[config.mk]
export PLATFORM = sky130hd
export DESIGN_NAME = m_serializer
export DESIGN_NICKNAME = d
export VERILOG_FILES = /design/src/rtl/m_serializer.sv
export SDC_FILE = /design/constraint.sdc
export NUM_CORES = 1
export LEC_CHECK = 0
export ABC_CLOCK_PERIOD_IN_PS = 1300
export CAP_MARGIN = 20
export CELL_PAD_IN_SITES_DETAIL_PLACEMENT = 0
export CELL_PAD_IN_SITES_GLOBAL_PLACEMENT = 1
export CORE_MARGIN = 1.5
export CORE_UTILIZATION = 30
export DETAILED_ROUTE_END_ITERATION = 8
export GPL_TIMING_DRIVEN = 0
export HOLD_SLACK_MARGIN = 0.06
export PLACE_DENSITY = 0.72
export REMOVE_ABC_BUFFERS = 1
export SLEW_MARGIN = 10
export SYNTH_ARGS = -nofsm -noshare
export SYNTH_HDL_FRONTEND = slang
export SYNTH_SLANG_ARGS = --single-unit
[constraint.sdc]
create_clock -name clk -period 1.3 [get_ports clk]
set_input_delay 0.26 -clock clk [delete_from_list [all_inputs] [get_ports clk]]
set_output_delay 0.26 -clock clk [all_outputs]
set_load 0.005 [all_outputs]
[src/rtl/m_serializer.sv]
// ============================================================================
// Module   : m_serializer
// Purpose  : Parallel-in/serial-out stage with valid/ready load, framing, done.
// Revision : 1.0 - initial release
// ============================================================================
`timescale 1ns/1ps
`default_nettype none

module m_serializer #(
    parameter int WIDTH     = 8,
    parameter bit LSB_FIRST = 1'b0
) (
    input  logic             clk,
    input  logic             reset,
    input  logic             load_valid,
    output logic             load_ready,
    input  logic [WIDTH-1:0] load_data,
    input  logic             shift_en,
    output logic             d_out,
    output logic             d_valid,
    output logic             frame_start,
    output logic             busy,
    output logic             done
);

    localparam int            CW     = $clog2(WIDTH);
    localparam logic [CW-1:0] C_LAST = CW'(WIDTH - 1);
    localparam logic [CW-1:0] C_ONE  = CW'(1);

    localparam logic [0:0] S_IDLE  = 1'b0;
    localparam logic [0:0] S_SHIFT = 1'b1;

    logic [0:0]       r_state;
    logic [0:0]       w_next_state;
    logic [WIDTH-1:0] r_shreg;
    logic [CW-1:0]    r_bit_cnt;
    logic             r_done;

    logic             w_last;
    logic             w_load_ready;
    logic             w_accept;
    logic             w_strobe;
    logic [WIDTH-1:0] w_shifted;
    logic             w_out_bit;

    assign w_last   = (r_bit_cnt == C_LAST);
    assign w_accept = load_valid & w_load_ready;
    assign w_strobe = (r_state == S_SHIFT) & shift_en;

    // The output end of shreg is fixed by LSB_FIRST; shifts always move toward it.
    generate
        if (LSB_FIRST) begin : g_lsb_first
            assign w_shifted = {1'b0, r_shreg[WIDTH-1:1]};
            assign w_out_bit = r_shreg[0];
        end else begin : g_msb_first
            assign w_shifted = {r_shreg[WIDTH-2:0], 1'b0};
            assign w_out_bit = r_shreg[WIDTH-1];
        end
    endgenerate

    always_ff @(posedge clk) begin
        if (reset) begin
            r_state   <= S_IDLE;
            r_shreg   <= '0;
            r_bit_cnt <= '0;
            r_done    <= 1'b0;
        end else begin
            r_state <= w_next_state;
            r_done  <= w_strobe & w_last;
            if (w_accept) begin
                r_shreg   <= load_data;
                r_bit_cnt <= '0;
            end else if (w_strobe) begin
                if (w_last) begin
                    // Clearing on exit keeps d_out at 0 throughout IDLE.
                    r_shreg   <= '0;
                    r_bit_cnt <= '0;
                end else begin
                    r_shreg   <= w_shifted;
                    r_bit_cnt <= r_bit_cnt + C_ONE;
                end
            end
        end
    end

    always_comb begin
        w_next_state = r_state;
        case (r_state)
            S_IDLE:  if (load_valid) w_next_state = S_SHIFT;
            S_SHIFT: if (shift_en && w_last && !load_valid) w_next_state = S_IDLE;
            default: w_next_state = S_IDLE;
        endcase
    end

    always_comb begin
        w_load_ready = 1'b0;
        d_valid      = 1'b0;
        busy         = 1'b0;
        frame_start  = 1'b0;
        case (r_state)
            S_IDLE: begin
                w_load_ready = ~reset;
            end
            S_SHIFT: begin
                w_load_ready = ~reset & w_last & shift_en;
                d_valid      = 1'b1;
                busy         = 1'b1;
                frame_start  = (r_bit_cnt == '0);
            end
            default: begin
                w_load_ready = 1'b0;
            end
        endcase
        load_ready = w_load_ready;
        d_out      = w_out_bit;
        done       = r_done;
    end

endmodule

`default_nettype wire
# Yosys cells after proc, flatten, opt, wreduce, memory -nomap -nowiden
# Cells that the tools add are included.
[word_totals] n_memories=0 out_inout_bits=6 latchBits=0 ff_bits=13 ramBits=0 romBits=0 in_bits=12
[op_classes] addsub=1 n_div=0 eq_ne=1 n_mux=10 n_reduce_logical=6 shifts=0 bitwise_logic=7 n_lt_le_gt_ge=0 multipliers=0
[op_table] op="$mux 8" n=3
[op_table] op="$and 1x1->1" n=5
[op_table] op="$mux 1" n=4
[op_table] op="$pmux 1 s2" n=2
[op_table] op="$add 3x1->3 const B" n=1
[op_table] op="$eq 3x3->1 const B" n=1
[op_table] op="$logic_not 3->1" n=1
[op_table] op="$mux 3" n=1
[op_table] op="$logic_and 1x1->1" n=2
[op_table] op="$not 1->1" n=2
[op_table] op="$reduce_bool 2->1" n=1
[op_table] op="$reduce_or 2->1" n=1
[op_table] op="$logic_not 1->1" n=1

# Depth between registers and ports, before layout
# Gate-level depths: netlist (run 1).
[logic_depth] word_depth=6 mapped_depth=6

# Least setup slack after synthesis (run 1)
# OpenSTA, ideal clock, no wires.
[synth_timing] kind="register to output" start="register r_bit_cnt[0]" end="output load_ready" t_required_ns=1.040 path_stages_with_launch=6 t_arrival_ns=1.126 slack_ns=-0.086 path_buffers=1 cell_sequence="dfxtp_1 ha_1 ha_1 buf_2 a21boi_0 nor2_1"
[synth_between] elab_chain_len=4
[synth_lines] element="start: declaration" line="36" text="logic [CW-1:0] r_bit_cnt;"
[synth_lines] element="start signal: assignment" line="80" text="r_bit_cnt <= r_bit_cnt + C_ONE;"
[synth_lines] element="$eq 3x3->1" line="46" text="assign w_last = (r_bit_cnt == C_LAST);"
[synth_lines] element="$and 1x1->1 (2 in series)" line="105" text="w_load_ready = ~reset & w_last & shift_en;"
[synth_lines] element="$pmux 1 s2" line="100" text="case (r_state)"
[synth_lines] element="end: declaration" line="16" text="output logic load_ready,"
# Every way passes these cells.

# Worst setup path in the final report (run 1)
# Same ends and word-level chain as after synthesis.

==> impl_metrics.toml, run 1 <==
[final_layout]
fin_cells = 132
diodes = 0
finalInstanceArea_mm2 = 0.00107
fin_util_pct = 52.8
drive_above_1_share_pct = 35.2
area.growth.synth_to_final_pct = 61.1
final_nets = 121

[floorplan]
fp.dieW_um = 50.0
die_area_mm2 = 0.00250
core-area_mm2 = 0.00202
start_util_pct = 32.8
pin_count = 18
die_h_um = 50.0
rows = 16

[route]
drc = 0
drtAntennaViolNets = 0
vias = 623
vias_per_cell = 4.72
wire_per_inst_um = 12.1
drt_pass1_iterations = 4
detail_route.wirelength_um = 1600
initialDrtViolationCount = 6

[global_routing]
gr-usage-met1_pct = 18.7
grt_pass1_vias = 624
grt_max_degree = 15
gr-usage-met2_pct = 21.7
antenna_found_initial = 0
grt_usage_pct = 14.3
busiest_layer = "met2"
overflow = 0
grt_pass1_wl_um = 2690
met3_usage_pct = 4.55

[sta]
fin_crit_sh_pct = 116
setup_slack_ps = -212
hold_viol_final = 0
period_needed_ps = 1510
rsz0062_at_grt = "yes"
setup_viol = 13
tightest_slew_ps = 554
finalMaxSlewViolations = 0
fin_skew_ps = 0.669
max_freq_ghz = 0.661
maxSlewHeadroom_pct = 63.1

[flow_run]
maxCapViolations = 0

[clock_network]
clock-root-buffer = "clkbuf_4"
tritoncts = "yes"
clk_pin_slew_ps = 80
clock_latency_ps = 270
htreeDepth = 1
cts.hold.buffers_added = 0
clockBufferDepth = 2
numCtsBuffers = 3
clock-sinks = 13

[worst_setup_path]
cp_max_fo = 2
critPathCaptureType = "output port"
cp-start-kind = "register"
critical_path_class = "register to output port"
arrival_ps = 1250
critPathRequiredTime_ps = 1040
rrSetupSlack_ps = -210

[power]
clockPowerShare_pct = 28.2
power_density_mw_per_mm2 = 828
p_switching_uw = 228
p_comb_share_pct = 22.6
p_sw_share_pct = 25.8
power.leakage_uw = 0.000478
ir_drop_uv = 576
p_int_uw = 657
p_seq_share_pct = 49.2

[run_status]
status = "finished with violations"
violations = "setup timing"

[synthesis]
postSynthCellCount = 75
synth_area_um2 = 663
seq_area_frac_synth_pct = 39.2
synth_cell_type_count = 24
ys_async_sr_fraction_pct = 0
ys_warn_count = 0
ys.flop_type = "dfxtp_1"
avgSynthCellArea_um2 = 8.84
synth_edf_count = 0
synth_seq_cells = 13

[placement]
io_buffers = 17
hpwl_um = 949
gp_congestion = 0.711
placed_cell_area_um2 = 843
dp_cells = 115

[worst_hold_path]
worstHoldPathType = "input pin to register"
==> sequential cells by signal, indices dropped and copies added, names as in the netlist <==
register   flops
r_state        1
r_bit_cnt      3
r_shreg        8
done           1
==> cell usage after synthesis, drive strengths merged (2+ instances only) <==
cell type | count | area share (%)
nor3 | 2 | 1.5
nand2 | 5 | 2.8
mux2i | 2 | 3.6
dfxtp | 13 | 39
o211ai | 6 | 6.8
inv | 9 | 5.1
o211a | 7 | 11
and2 | 2 | 2.3
buf | 3 | 3.0
nor2 | 5 | 2.8
a21oi | 9 | 6.8
ha | 3 | 5.7
==> power by group through the flow <==
stage               Combinational (µW)  Clock, µW  Sequential [µW]
finish                             200        249              435
global route                       221        284              438
CTS                                187        258              437
detailed placement                 162          0              446
global placement                   161          0              445
floorplan                         80.3          0              445
==> timing repair <==
item / CTS / global route
cloned: 0 / 0
buffers inserted: 11 / 3
gates resized for setup: 40 / 9
setup endpoints to repair: 18 / 16
pin swaps: 6 / 5
==> routing by layer <==
metal	vias to the layer above	wire length, µm	share of wire (%)
li1	325	-	-
met5	-	0	0
met4	0	23	1.4
met2	14	738	46
met1	282	779	49
met3	2	59	3.7
==> worst max-delay path, cell delays in order (launching register included) <==
cell      delay [ps]
dfxtp_2          340
ha_4             160
ha_4             160
a21boi_2         130
nor2_1            50
buf_2            140
==> logic make-up (layout without fill, tap and decap cells) <==
kind of cell             Yosys count  in the layout  share of synthesized area [%]
adder cells (fa/ha/maj)            3              3                           5.66
AO/OA/AOI/OAI                     25             25                           28.1
buffers and inverters             13             43                           8.68
flip-flops                        13             13                           39.2
AND/OR/NAND/NOR                   19             19                           14.7
multiplexers                       2              2                           3.58
==> final cells by class <==
| cell class | count | area, µm² |
|---|---|---|
| Fill cell | 188 | 953 |
| Multi-Input combinational cell | 49 | 434 |
| Timing Repair Buffer | 30 | 270 |
| Sequential cell | 13 | 268 |
| Inverter | 9 | 36.3 |
| Tap cell | 27 | 33.8 |
| Clock buffer | 4 | 26.3 |
==> layout by cell type, fill, tap and decap left out, types with 2 or more instances in the layout <==
cell             n
buf_6            4
ha_4             3
and2_4           2
nand2_1          2
o211ai_1         6
nor3_2           2
nand2_2          2
inv_1            8
buf_2            2
dfxtp_1          9
clkdlybuf4s50_1  9
clkbuf_4         3
buf_4            9
nor2_1           5
dlygate4sd2_1    4
o211a_1          7
a21oi_1          9
dfxtp_2          3
==> path summary, 6_finish.rpt <==
check                                   from          to  depth (start not counted)
worst max-delay path            r_bit_cnt[0]  load_ready                          5
worst min-delay path                shift_en        done                          3
worst max register to register  r_bit_cnt[0]  r_shreg[0]                          7
worst min register to register    r_shreg[1]  r_shreg[1]                          3
==> through the flow <==
stage | hold WS [ps] | worst slack, ps | setup TNS [ps] | total power, µW
after global routing | 470 | -305 | -2770 | 944
after global placement | 476 | -735 | -5000 | 606
after CTS | 506 | -235 | -2110 | 882
after detailed placement | 479 | -726 | -5090 | 609
final | 450 | -212 | -2080 | 884
after floorplan | 329 | -131 | -1140 | 525
No activity file was read; power rests on OpenSTA's default activity.
==> inputs of run 2 (changes only) <==
GPL_ROUTABILITY_DRIVEN = 0   (was unset)
TNS_END_PERCENT = 100   (was unset)
==> results of run 2 <==
Final layout, timing and power as in run 1 (identical DEF).
==> inputs of run 3 (changes only) <==
MAX_ROUTING_LAYER = met4   (was unset)
==> run 3 against run 2 <==
Compared with the run above: the run still ends with setup timing left; first-iteration DRC count is 67% lower; global-route usage is 0.39 points higher; core utilization stayed put; critical path type unchanged.
==> impl_metrics.toml, run 3 (synthesis gave the netlist of run 1 again) <==
[clock_network]
cts.hold.buffers_added = 0
clock-sinks = 13
clock_latency_ps = 280
clockBufferDepth = 2
htreeDepth = 1
tritoncts = "yes"
numCtsBuffers = 3
clock-root-buffer = "clkbuf_4"
clk_pin_slew_ps = 80

[worst_setup_path]
reg2reg_from = "r_bit_cnt[0]"
critPathCaptureType = "output port"
cp_cell_sequence = "ha_4 > ha_4 > a21boi_2 > nor2_1 > buf_2"
arrival_ps = 1260
critPathMaxStageDelay_ps = 340
crit_top_cell = "ha_4"
critPathRequiredTime_ps = 1040
critical_path_class = "register to output port"
reg2regPathDepth = 7
cp-start-kind = "register"
critPathSlowestCell = "dfxtp_2"
rrSetupSlack_ps = -210
r2r_end = "r_shreg[0]"
cp_max_fo = 2

[final_layout]
layout_common_cells = "9 x a21oi_1, 9 x dfxtp_1, 9 x clkdlybuf4s50_1, 9 x buf_4, 8 x inv_1"
diodes = 0
area.growth.synth_to_final_pct = 61.1
largest_reg_flops = 8
largest-register = "r_shreg"
fin_util_pct = 52.8
final_nets = 121
finalInstanceArea_mm2 = 0.00107
drive_above_1_share_pct = 35.2
top_regs = "r_shreg: 8 flops, r_bit_cnt: 3 flops"

[global_routing]
overflow = 0
grt_usage_pct = 14.7
grt_pass1_vias = 624
grt_max_degree = 15
grt_pass1_wl_um = 2700
antenna_found_initial = 0

[sta]
maxSlewHeadroom_pct = 61.8
finalMaxSlewViolations = 0
tns_ps = -2090
max_freq_ghz = 0.659
fin_crit_sh_pct = 117
period_needed_ps = 1520
whs_ps = 442
setup_viol = 13
fin_skew_ps = 2.55
setup_slack_ps = -218
rsz0062_at_grt = "yes"
tightest_slew_ps = 574
hold_viol_final = 0

[worst_hold_path]
worstHoldPathType = "input pin to register"
whs_path_depth = 3
holdCritStartpoint = "shift_en"
whs_endpoint = "done"

[route]
drt_pass1_iterations = 4
initialDrtViolationCount = 2
drtAntennaViolNets = 0
vias_per_cell = 4.76
drc = 0
wire_per_inst_um = 12.1
vias = 628
detail_route.wirelength_um = 1590

[floorplan]
die_h_um = 50.0
start_util_pct = 32.8
fp.dieW_um = 50.0
pin_count = 18
core-area_mm2 = 0.00202
die_area_mm2 = 0.00250
rows = 16

[run_status]
status = "finished with violations"
violations = "setup timing"

[placement]
io_buffers = 17
hpwl_um = 949
placed_cell_area_um2 = 843

[power]
power.leakage_uw = 0.000478
ir_drop_uv = 571
power_density_mw_per_mm2 = 830

[flow_run]
maxCapViolations = 0
==> run 3: cell counts in the layout (fill, tap and decap cells not counted) <==
No cell type changed its count.
==> run 3: cell type report <==
cell class / instances / area, µm²
Clock buffer: 4 / 26.3
Fill cell: 188 / 953
Inverter: 9 / 36.3
Multi-Input combinational cell: 49 / 434
Sequential cell: 13 / 268
Tap cell: 27 / 33.8
Timing Repair Buffer: 30 / 270
==> run 3: per-stage QoR <==
stage	cells	setup WS [ps]	power, µW
global placement	115	-735	606
finish	132	-218	887
global route	132	-305	944
CTS	130	-235	882
detailed placement	115	-726	609
floorplan	71	-131	525
==> run 3: per-layer routing <==
layer | up-vias | track usage, % | routed length, µm
li1 | 326 | - | -
met1 | 288 | 18.7 | 767
met2 | 12 | 21.7 | 746
met3 | 2 | 4.55 | 57
met4 | 0 | 5.56 | 21
met5 | - | - | 0
==> run 3: worst max-delay path by stage <==
stage / end / startpoint / slack, ps / cells past startpoint
after floorplan: r_shreg[1] / r_bit_cnt[0] / -130 / 5
after global placement: load_ready / r_bit_cnt[0] / -730 / 5
after detailed placement: load_ready / r_bit_cnt[0] / -730 / 5
after CTS: load_ready / r_bit_cnt[0] / -240 / 5
after global routing: load_ready / r_bit_cnt[0] / -310 / 5
final: load_ready / r_bit_cnt[0] / -220 / 5
==> run 3: critical path, delay by kind of cell, from the launching register on <==
| kind | cells | cell delay (ps) |
|---|---|---|
| DFF | 1 | 340 |
| adders and majority gates | 2 | 320 |
| buffers and inverters | 1 | 140 |
| AOI/OAI and AO/OA | 1 | 130 |
| and+or+nand+nor | 1 | 50 |
==> run 3: power by group <==
part	internal, µW	switching [µW]
Sequential	424	10.9
Clock	119	133
Combinational	113	86.5
==> run 3: what timing repair did <==
item | in CTS | in global routing
endpoints found under the setup margin | 18 | 16
setup buffers | 11 | 3
pin swaps | 6 | 5
resized for setup | 40 | 9
gates cloned | 0 | 0
